**config.mk**
```make
export PLATFORM = sky130hd
export DESIGN_NAME = adc_capture_buffer
export DESIGN_NICKNAME = d
export VERILOG_FILES = /design/src/rtl/adc_capture_pkg.sv /design/src/rtl/capture_ram.sv /design/src/rtl/adc_capture_buffer.sv
export SDC_FILE = /design/constraint.sdc
export NUM_CORES = 2
export LEC_CHECK = 0
export CAP_MARGIN = 40
export CELL_PAD_IN_SITES_DETAIL_PLACEMENT = 0
export CELL_PAD_IN_SITES_GLOBAL_PLACEMENT = 1
export CORE_MARGIN = 4
export CORE_UTILIZATION = 61
export DETAILED_ROUTE_END_ITERATION = 16
export GPL_ROUTABILITY_DRIVEN = 0
export HOLD_SLACK_MARGIN = 0.15
export PLACE_DENSITY_LB_ADDON = 0.1
export SYNTH_ARGS = -nofsm -noshare
export SYNTH_HDL_FRONTEND = slang
export SYNTH_SLANG_ARGS = --single-unit
```
**constraint.sdc**
```tcl
create_clock -name clk_adc -period 9.2 [get_ports clk_adc]
set_clock_uncertainty 0.1 [all_clocks]
set_input_delay 1.38 -clock clk_adc [delete_from_list [all_inputs] [get_ports clk_adc]]
set_output_delay 1.38 -clock clk_adc [all_outputs]
set_load 0.005 [all_outputs]
```
**src/rtl/adc_capture_pkg.sv**
```systemverilog
// Shared types and defaults for the triggered ADC snapshot buffer.
package adc_capture_pkg;

   localparam int DEF_IN_WIDTH    = 14;
   localparam int DEF_DATA_WIDTH  = 8;
   localparam int DEF_ADDR_WIDTH  = 9;
   localparam int DEF_PRE_TRIG    = 128;
   localparam int DEF_DECIM_WIDTH = 8;

   typedef enum logic [2:0] {
      IDLE,
      PREFILL,
      ARMED,
      POST,
      READOUT
   } state_t;

   function automatic int depth_of(input int addr_width);
      return 1 << addr_width;
   endfunction

endpackage

```
**src/rtl/capture_ram.sv**
```systemverilog
// Simple dual-port sample RAM: one write port, one registered read port.
module capture_ram
   import adc_capture_pkg::*;
#(
   parameter int DATA_WIDTH = DEF_DATA_WIDTH,
   parameter int ADDR_WIDTH = DEF_ADDR_WIDTH
) (
   input  logic                  clk,
   input  logic                  wr_en,
   input  logic [ADDR_WIDTH-1:0] wr_addr,
   input  logic [DATA_WIDTH-1:0] wr_data,
   input  logic                  rd_en,
   input  logic [ADDR_WIDTH-1:0] rd_addr,
   output logic [DATA_WIDTH-1:0] rd_data
);

   logic [DATA_WIDTH-1:0] mem [0:depth_of(ADDR_WIDTH)-1];

   always_ff @(posedge clk) begin
      if (wr_en) begin
         mem[wr_addr] <= wr_data;
      end
      if (rd_en) begin
         rd_data <= mem[rd_addr];
      end
   end

endmodule

```
**src/rtl/adc_capture_buffer.sv**
```systemverilog
// Circular capture with level/slope trigger, frozen pre/post window and valid/ready readout.
// Optional input decimation is built in when ADC_CAPTURE_DECIM_EN is defined.
module adc_capture_buffer
   import adc_capture_pkg::*;
#(
   parameter int IN_WIDTH    = DEF_IN_WIDTH,
   parameter int DATA_WIDTH  = DEF_DATA_WIDTH,
   parameter int ADDR_WIDTH  = DEF_ADDR_WIDTH,
   parameter int PRE_TRIG    = DEF_PRE_TRIG,
   parameter int DECIM_WIDTH = DEF_DECIM_WIDTH
) (
   input  logic                   clk_adc,
   input  logic                   reset_n,
   input  logic [IN_WIDTH-1:0]    data_in,
   input  logic                   arm,
   input  logic                   force_trig,
   input  logic [DATA_WIDTH-1:0]  trig_level,
   input  logic                   trig_slope,
`ifdef ADC_CAPTURE_DECIM_EN
   input  logic [DECIM_WIDTH-1:0] decim,
`endif
   output logic [DATA_WIDTH-1:0]  rd_data,
   output logic                   rd_valid,
   input  logic                   rd_ready,
   output logic                   rd_last,
   output logic                   busy,
   output logic                   triggered
);

   localparam int DEPTH    = depth_of(ADDR_WIDTH);
   localparam int POST_LEN = DEPTH - PRE_TRIG - 1;
   localparam logic [ADDR_WIDTH-1:0] PRE_LAST    = ADDR_WIDTH'(PRE_TRIG - 1);
   localparam logic [ADDR_WIDTH-1:0] POST_LAST   = ADDR_WIDTH'(POST_LEN - 1);
   localparam logic [ADDR_WIDTH-1:0] PRE_OFS     = ADDR_WIDTH'(PRE_TRIG);
   localparam logic [ADDR_WIDTH:0]   RD_TOTAL    = (ADDR_WIDTH+1)'(DEPTH);
   localparam logic [ADDR_WIDTH:0]   RD_LAST_IDX = (ADDR_WIDTH+1)'(DEPTH - 1);

   state_t                 state_reg, state_next;
   logic [ADDR_WIDTH-1:0]  wr_ptr_reg, cnt_reg, trig_addr_reg, rd_addr_reg;
   logic [ADDR_WIDTH:0]    issue_cnt_reg;
   logic [DATA_WIDTH-1:0]  prev_reg;
   logic                   triggered_reg;
   logic                   pend_reg, pend_last_reg;
   logic                   out_valid_reg, out_last_reg;
   logic [DATA_WIDTH-1:0]  out_data_reg;
   logic                   skid_valid_reg, skid_last_reg;
   logic [DATA_WIDTH-1:0]  skid_data_reg;
   logic [DATA_WIDTH-1:0]  ram_q;
   logic [DATA_WIDTH-1:0]  sample;
   logic                   sample_en, wr_en, trig_hit, pop, issue;

   assign sample = data_in[IN_WIDTH-1 -: DATA_WIDTH];

   generate
      if (IN_WIDTH > DATA_WIDTH) begin : g_lsb
         logic unused_lsbs;
         assign unused_lsbs = ^data_in[IN_WIDTH-DATA_WIDTH-1:0];
      end
   endgenerate

`ifdef ADC_CAPTURE_DECIM_EN
   logic [DECIM_WIDTH-1:0] decim_reg, decim_cnt_reg;

   // Ratio is frozen at arm so a mid-capture change cannot skew the window timebase.
   always_ff @(posedge clk_adc or negedge reset_n) begin
      if (!reset_n) begin
         decim_reg     <= '0;
         decim_cnt_reg <= '0;
      end else if (state_reg == IDLE) begin
         if (arm) begin
            decim_reg     <= decim;
            decim_cnt_reg <= '0;
         end
      end else if (decim_cnt_reg == decim_reg) begin
         decim_cnt_reg <= '0;
      end else begin
         decim_cnt_reg <= decim_cnt_reg + 1'b1;
      end
   end

   assign sample_en = (decim_cnt_reg == '0);
`else
   localparam logic [DECIM_WIDTH-1:0] DECIM_NONE = '0;
   assign sample_en = (DECIM_NONE == '0);
`endif

   assign wr_en    = sample_en && (state_reg inside {PREFILL, ARMED, POST});
   assign trig_hit = (state_reg == ARMED) && sample_en &&
                     (force_trig ||
                      (!trig_slope && prev_reg <  trig_level && sample >= trig_level) ||
                      ( trig_slope && prev_reg >= trig_level && sample <  trig_level));
   assign pop      = out_valid_reg && rd_ready;
   // At most two reads in flight or buffered, so the skid slot can never overflow.
   assign issue    = (state_reg == READOUT) && (issue_cnt_reg != RD_TOTAL) &&
                     (pop || (2'(out_valid_reg) + 2'(skid_valid_reg) + 2'(pend_reg) < 2'd2));

   always_comb begin
      state_next = state_reg;
      case (state_reg)
         IDLE:    if (arm) state_next = PREFILL;
         PREFILL: if (sample_en && cnt_reg == PRE_LAST) state_next = ARMED;
         ARMED:   if (trig_hit) state_next = POST;
         POST:    if (sample_en && cnt_reg == POST_LAST) state_next = READOUT;
         READOUT: if (pop && out_last_reg) state_next = IDLE;
         default: state_next = IDLE;
      endcase
   end

   always_ff @(posedge clk_adc or negedge reset_n) begin
      if (!reset_n) begin
         state_reg     <= IDLE;
         wr_ptr_reg    <= '0;
         cnt_reg       <= '0;
         trig_addr_reg <= '0;
         rd_addr_reg   <= '0;
         issue_cnt_reg <= '0;
         prev_reg      <= '0;
         triggered_reg <= 1'b0;
         pend_reg      <= 1'b0;
         pend_last_reg <= 1'b0;
      end else begin
         state_reg <= state_next;
         if (wr_en) begin
            wr_ptr_reg <= wr_ptr_reg + 1'b1;
            prev_reg   <= sample;
         end
         case (state_reg)
            IDLE: if (arm) begin
               wr_ptr_reg <= '0;
               cnt_reg    <= '0;
            end
            PREFILL: if (sample_en) cnt_reg <= (cnt_reg == PRE_LAST) ? '0 : cnt_reg + 1'b1;
            ARMED: if (trig_hit) begin
               trig_addr_reg <= wr_ptr_reg;
               triggered_reg <= 1'b1;
               cnt_reg       <= '0;
            end
            POST: if (sample_en) begin
               if (cnt_reg == POST_LAST) begin
                  cnt_reg       <= '0;
                  rd_addr_reg   <= trig_addr_reg - PRE_OFS;
                  issue_cnt_reg <= '0;
               end else begin
                  cnt_reg <= cnt_reg + 1'b1;
               end
            end
            READOUT: if (pop && out_last_reg) triggered_reg <= 1'b0;
            default: ;
         endcase
         if (issue) begin
            rd_addr_reg   <= rd_addr_reg + 1'b1;
            issue_cnt_reg <= issue_cnt_reg + 1'b1;
         end
         pend_reg      <= issue;
         pend_last_reg <= issue && (issue_cnt_reg == RD_LAST_IDX);
      end
   end

   always_ff @(posedge clk_adc or negedge reset_n) begin
      if (!reset_n) begin
         out_valid_reg  <= 1'b0;
         out_last_reg   <= 1'b0;
         out_data_reg   <= '0;
         skid_valid_reg <= 1'b0;
         skid_last_reg  <= 1'b0;
         skid_data_reg  <= '0;
      end else if (!out_valid_reg || rd_ready) begin
         if (skid_valid_reg) begin
            out_valid_reg  <= 1'b1;
            out_data_reg   <= skid_data_reg;
            out_last_reg   <= skid_last_reg;
            skid_valid_reg <= pend_reg;
            skid_data_reg  <= ram_q;
            skid_last_reg  <= pend_last_reg;
         end else begin
            out_valid_reg <= pend_reg;
            out_last_reg  <= pend_reg && pend_last_reg;
            if (pend_reg) out_data_reg <= ram_q;
         end
      end else if (pend_reg) begin
         skid_valid_reg <= 1'b1;
         skid_data_reg  <= ram_q;
         skid_last_reg  <= pend_last_reg;
      end
   end

   capture_ram #(
      .DATA_WIDTH(DATA_WIDTH),
      .ADDR_WIDTH(ADDR_WIDTH)
   ) u_ram (
      .clk     (clk_adc),
      .wr_en   (wr_en),
      .wr_addr (wr_ptr_reg),
      .wr_data (sample),
      .rd_en   (issue),
      .rd_addr (rd_addr_reg),
      .rd_data (ram_q)
   );

   assign rd_data   = out_data_reg;
   assign rd_valid  = out_valid_reg;
   assign rd_last   = out_last_reg;
   assign busy      = (state_reg != IDLE);
   assign triggered = triggered_reg;

endmodule
```
# Word-level counts from Yosys, hierarchy flattened
# Memory sizes are Yosys's and may differ from the RTL's. A register that Yosys moved wholly into a read port is not among the register bits.
# Cells that the tools add are included.
[totals] in_bits=28 mem_bits_rw=4096 out_inout_bits=12 n_memories=1 wordCells=113 register_bits=80
[op_classes] order_cmp=5 eq_ne=14 add_sub_neg=7 muxes=37 n_reduce_logical=33
[mem_list] name="u_ram.mem" depth=512 word_bits=8 read_ports=1 rd_clocked_by_memory_dff=1 wr=1 line_no="capture_ram.sv:17" text="logic [DATA_WIDTH-1:0] mem [0:depth_of(ADDR_WIDTH)-1];"
[op_table] cell="two-way mux 9 bit" count=10
[op_table] cell="case mux 9 bit (4 select lines)" count=1
[op_table] cell="two-way mux 8 bit" count=4
[op_table] cell="two-way mux 10 bit" count=3
[op_table] cell="adder 9 x 1 -> 9 bit, second input constant" count=3
[op_table] cell="greater-or-equal comparator 8 bit" count=2
[op_table] cell="less-than comparator 8 bit" count=2
[op_table] cell="two-way mux 3 bit" count=5
[op_table] cell="case mux 3 bit (5 select lines)" count=1
[op_table] cell="two-way mux 1 bit" count=12
[op_table] cell="logical AND 1 bit" count=11
[op_table] cell="adder 10 x 1 -> 10 bit, second input constant" count=1
[op_table] cell="== test 10 x 9 -> 1 bit, second input constant" count=1
[op_table] cell="!= test 10 bit, second input constant" count=1
[op_table] cell="nonzero test 2 bit" count=5
[op_table] cell="== test 9 x 7 -> 1 bit, second input constant" count=1
[op_table] cell="== test 9 bit, second input constant" count=1
[op_table] cell="subtractor 9 x 8 -> 9 bit, second input constant" count=1
[op_table] cell="AND reduction 2 bit" count=4
[op_table] cell="== test 3 x 2 -> 1 bit, second input constant" count=2
[op_table] cell="!= test 2 x 1 -> 1 bit, second input constant" count=3
[op_table] cell="!= test 2 bit, second input constant" count=3
[op_table] cell="AND reduction 3 bit" count=2
[op_table] cell="nonzero test 3 bit" count=2
[op_table] cell="11 further kinds" count=15

# Depth between registers and ports, before layout
[depth] word_depth=8 ltp_mapped=13 ltp_nobuf=9

# Modules after synthesis
# A second synthesis with hierarchy kept.
[unflattened] cells_unflattened=8439 area_unflattened_um2=164251.3
[modules_own_cells] module="capture_ram" seq_area_each_um2=123238.2 instances=1 area_each_um2=160007.2 cells_per_inst=8030
[modules_own_cells] module="adc_capture_buffer" seq_area_each_um2=2001.9 instances=1 area_each_um2=4244.1 cells_per_inst=409

# Worst setup path before layout
# OpenSTA, ideal clock, no wires.
[synth_path] path_kind="input port to flip-flop" start="in trig_level[1]" end="reg trig_addr_reg[0]" setup_ps=125 t_arrival_ps=3366 required_ps=8975 path_stages=10 slack_ps=5609 cell_sequence="inv_1 -> ha_1 -> nor2b_1 -> o21a_1 -> o21ai_0 -> a31o_2 -> a2111o_1 -> a31o_2 -> clkbuf_1 -> mux2_2"
[synth_via] elab_chain_len=7 elab_cells_between_ends=12
[synth_rtl] item="from (decl)" line_no="adc_capture_buffer.sv:17" text="input logic [DATA_WIDTH-1:0] trig_level,"
[synth_rtl] item="less-than comparator 8 bit" line_no="adc_capture_buffer.sv:90" text="(!trig_slope && prev_reg < trig_level && sample >= trig_level) ||"
[synth_rtl] item="logical AND 1 bit (2 in a row)" line_no="adc_capture_buffer.sv:90"
[synth_rtl] item="logical OR 1 bit" line_no="adc_capture_buffer.sv:89" text="(force_trig ||"
[synth_rtl] item="logical OR 1 bit (*)" line_no="adc_capture_buffer.sv:90"
[synth_rtl] item="logical AND 1 bit (*)" line_no="adc_capture_buffer.sv:88" text="assign trig_hit = (state_reg == ARMED) && sample_en &&"
[synth_rtl] item="AND reduction 2 bit (no line) (*)"
[synth_rtl] item="to (signal assigned)" line_no="adc_capture_buffer.sv:134" text="trig_addr_reg <= wr_ptr_reg;"
[synth_rtl] item="to (decl)" line_no="adc_capture_buffer.sv:39" text="logic [ADDR_WIDTH-1:0] wr_ptr_reg, cnt_reg, trig_addr_reg, rd_addr_reg;"
# Mark *: on every way between the ends. The rest lies on a longest branch, timed or not.
# A chain may end at the register's enable or synchronous reset.

==> flow_summary.ini <==
[run_status]
outcome = finished clean

[routing]
post-route-drc-count = 0
drt.antenna.violating_nets = 0
routed_via_density = 7.02
dr.pass1.iters = 9
drt_iter0_drc = 13100
wire_per_inst_um = 38.1
wl_mm = 457
via_count = 84200

[floorplanning]
fp.dieH_um = 525
design.die.area_sq_um = 276000
start_util_pct = 61.5
io_pins = 40
rows = 189
core_area_sq_um = 266000
die_x_um = 525

[critical_path]
cp.required_ns = 9.77
reg2reg_depth = 9
startpoint = rd_addr_reg[0]
worst_setup_path_start_kind = flop
r2r-start = rd_addr_reg[0]
rr_endpoint = u_ram.rd_data[6]
crit_arrival_ns = 5.99
cp_max_fo = 71
crit_end = u_ram.rd_data[6]
setup.worst_path.end_class = flop
r2r_slack_ns = 3.79
path_class = flop to flop

[sta]
fin_crit_sh_pct = 58.9
fmax_mhz = 185
final_hold_viol_count = 0
timing.setup.tns_ns = 0
slew_headroom_pct = 8.28
drv_slew = 0
worstMarginPinSlew_ns = 1.38
grt_setup_unrepaired = false
min_period_ns = 5.41
finalWorstSetupSlack_ns = 3.79
setup_viol = 0

[synth]
synth_seq_cells = 4184
ys_seq_area_share_pct = 76.7
synth_area_leaders = edfxtp_1, mux4_2, mux2i_1, nor2_1, dfrtp_1
yosysMostFrequentCell = edfxtp_1
yosysTopAreaCell = edfxtp_1
yosysWarnings = 0
synth_flop_cell = edfxtp_1
synth_edf_count = 4104
synth_commonest_cells = edfxtp_1, mux4_2, nor2_1
syn-num-nets = 7924
synth.top_cell.area_share_pct = 75.4
syn_area_sq_um = 163000
ys_types = 88
syn_inst = 7870
async_flop_share_pct = 1.91
syn_area_per_cell_sq_um = 20.8

[final_layout]
layout-drive-gt1-share_pct = 22.3
largest_register_ffs = 4096
final_nets = 8159
num-fill-cells = 16700
instances_no_fill = 12000
syn_to_final_growth_pct = 11.0

[placement]
dp.cells = 11200
hpwl_mm = 272
port_buffers = 33
dp_slack_ns = 3.80

[pwr]
irDropWorstVdd_mv = 0.208
power_density_nw_per_um2 = 251
p_total_uw = 45600
p_leak_uw = 0.0569

[clocking]
path_clk_slew_ns = 0.06
numCtsBuffers = 411
htreeDepth = 5
cts_setup_buffers = 0
cts_root_buffer = clkbuf_16
cts_buffer_depth = 4
clock_sinks = 4184
clock_latency_ns = 0.95
tritoncts = done

[global_route]
grt_antenna_before_repair = 27
grt_usage_pct = 33.1
overflow = 0
grt_pass1_vias = 82300
grt_first_pass_wirelength_mm = 640
grt_max_degree = 203

[min_path]
hold_start = trig_addr_reg[1]
min_path_type = flop to flop

[run]
maxCapViolations = 0
cells by family (layout without fill, tap and decap cells):
family	after synthesis	after routing	synth area share (%)
AO/OA/AOI/OAI	812	812	3.49
XOR/XNOR	11	11	0.0590
adder cells (fa/ha/maj)	27	27	0.205
buffers and inverters	521	1088	1.92
flip-flops	4184	4184	76.7
multiplexers	1296	1296	15.0
other	0	22	0
AND/OR/NAND/NOR	1019	1019	2.69
worst max-delay path, cell delays in order, from the launching register on:
cell      delay, ns
dfrtp_4        0.95
buf_12         0.50
buf_4          0.64
mux4_2         0.61
a22o_1         0.19
a211oi_1       0.52
nor2_1         0.35
nor4_1         0.58
nand4_1        0.26
o32a_1         0.25
per-layer routing:
layer / GRT usage [%] / part of all wire [%] / up-vias
met1: 47.5 / 37 / 44500
met4: 13.4 / 4.6 / 16
met3: 8.97 / 12 / 899
li1: - / - / 33300
met5: 0 / 0.026 / -
met2: 49.0 / 46 / 5519
cell usage in the layout, fill, tap and decap left out, types with 100 or more instances in the layout:
| master | count |
|---|---|
| nor2_1 | 590 |
| clkinv_1 | 113 |
| a22oi_1 | 154 |
| a21oi_1 | 172 |
| edfxtp_1 | 4104 |
| nand2_1 | 157 |
| mux4_2 | 908 |
| clkbuf_16 | 415 |
| o22ai_1 | 100 |
| buf_4 | 217 |
| mux2i_1 | 331 |
power by group:
| part | leakage (uW) | internal, uW | switching [uW] |
|---|---|---|---|
| registers | 0.0379 | 21200 | 219 |
| logic | 0.0127 | 2690 | 5140 |
| clock network | 0.00633 | 9240 | 7060 |
how the worst min path moves through the flow:
stage	cells past startpoint	endpoint	slack, ns
floorplan	1	pend_last_reg	0.34
global placement	1	pend_last_reg	0.38
detailed placement	1	pend_last_reg	0.38
CTS	2	rd_addr_reg[1]	0.39
global route	1	pend_last_reg	0.41
finish	2	rd_addr_reg[1]	0.39
per-stage QoR:
stage,hold slack [ns],utilization [%],area (sq um)
CTS,0.391,68.1,181000
detailed placement,0.376,63.3,168000
finish,0.392,68.2,181000
global placement,0.378,62.9,167000
global route,0.410,68.2,181000
floorplan,0.340,-,163000
layout make-up:
class / instances / area, sq um / area share [%]
flip-flops and latches: 4184 / 125000 / 69.1
inverters: 32 / 130 / 0.0718
well taps: 3533 / 4420 / 2.44
multi-input cells: 3165 / 35300 / 19.5
clock buffers: 499 / 10700 / 5.92
clock inverters: 246 / 2190 / 1.21
diodes: 22 / 55.1 / 0.0304
repair buffers: 311 / 3180 / 1.75
timing repair:
action / in CTS / in global routing
hold buffers: 1 / 0
endpoints found under the hold margin: 10 / 0
setup endpoints to repair: 0 / 0
gates resized for setup: 0 / 0
(Power assumes the default switching activity.)
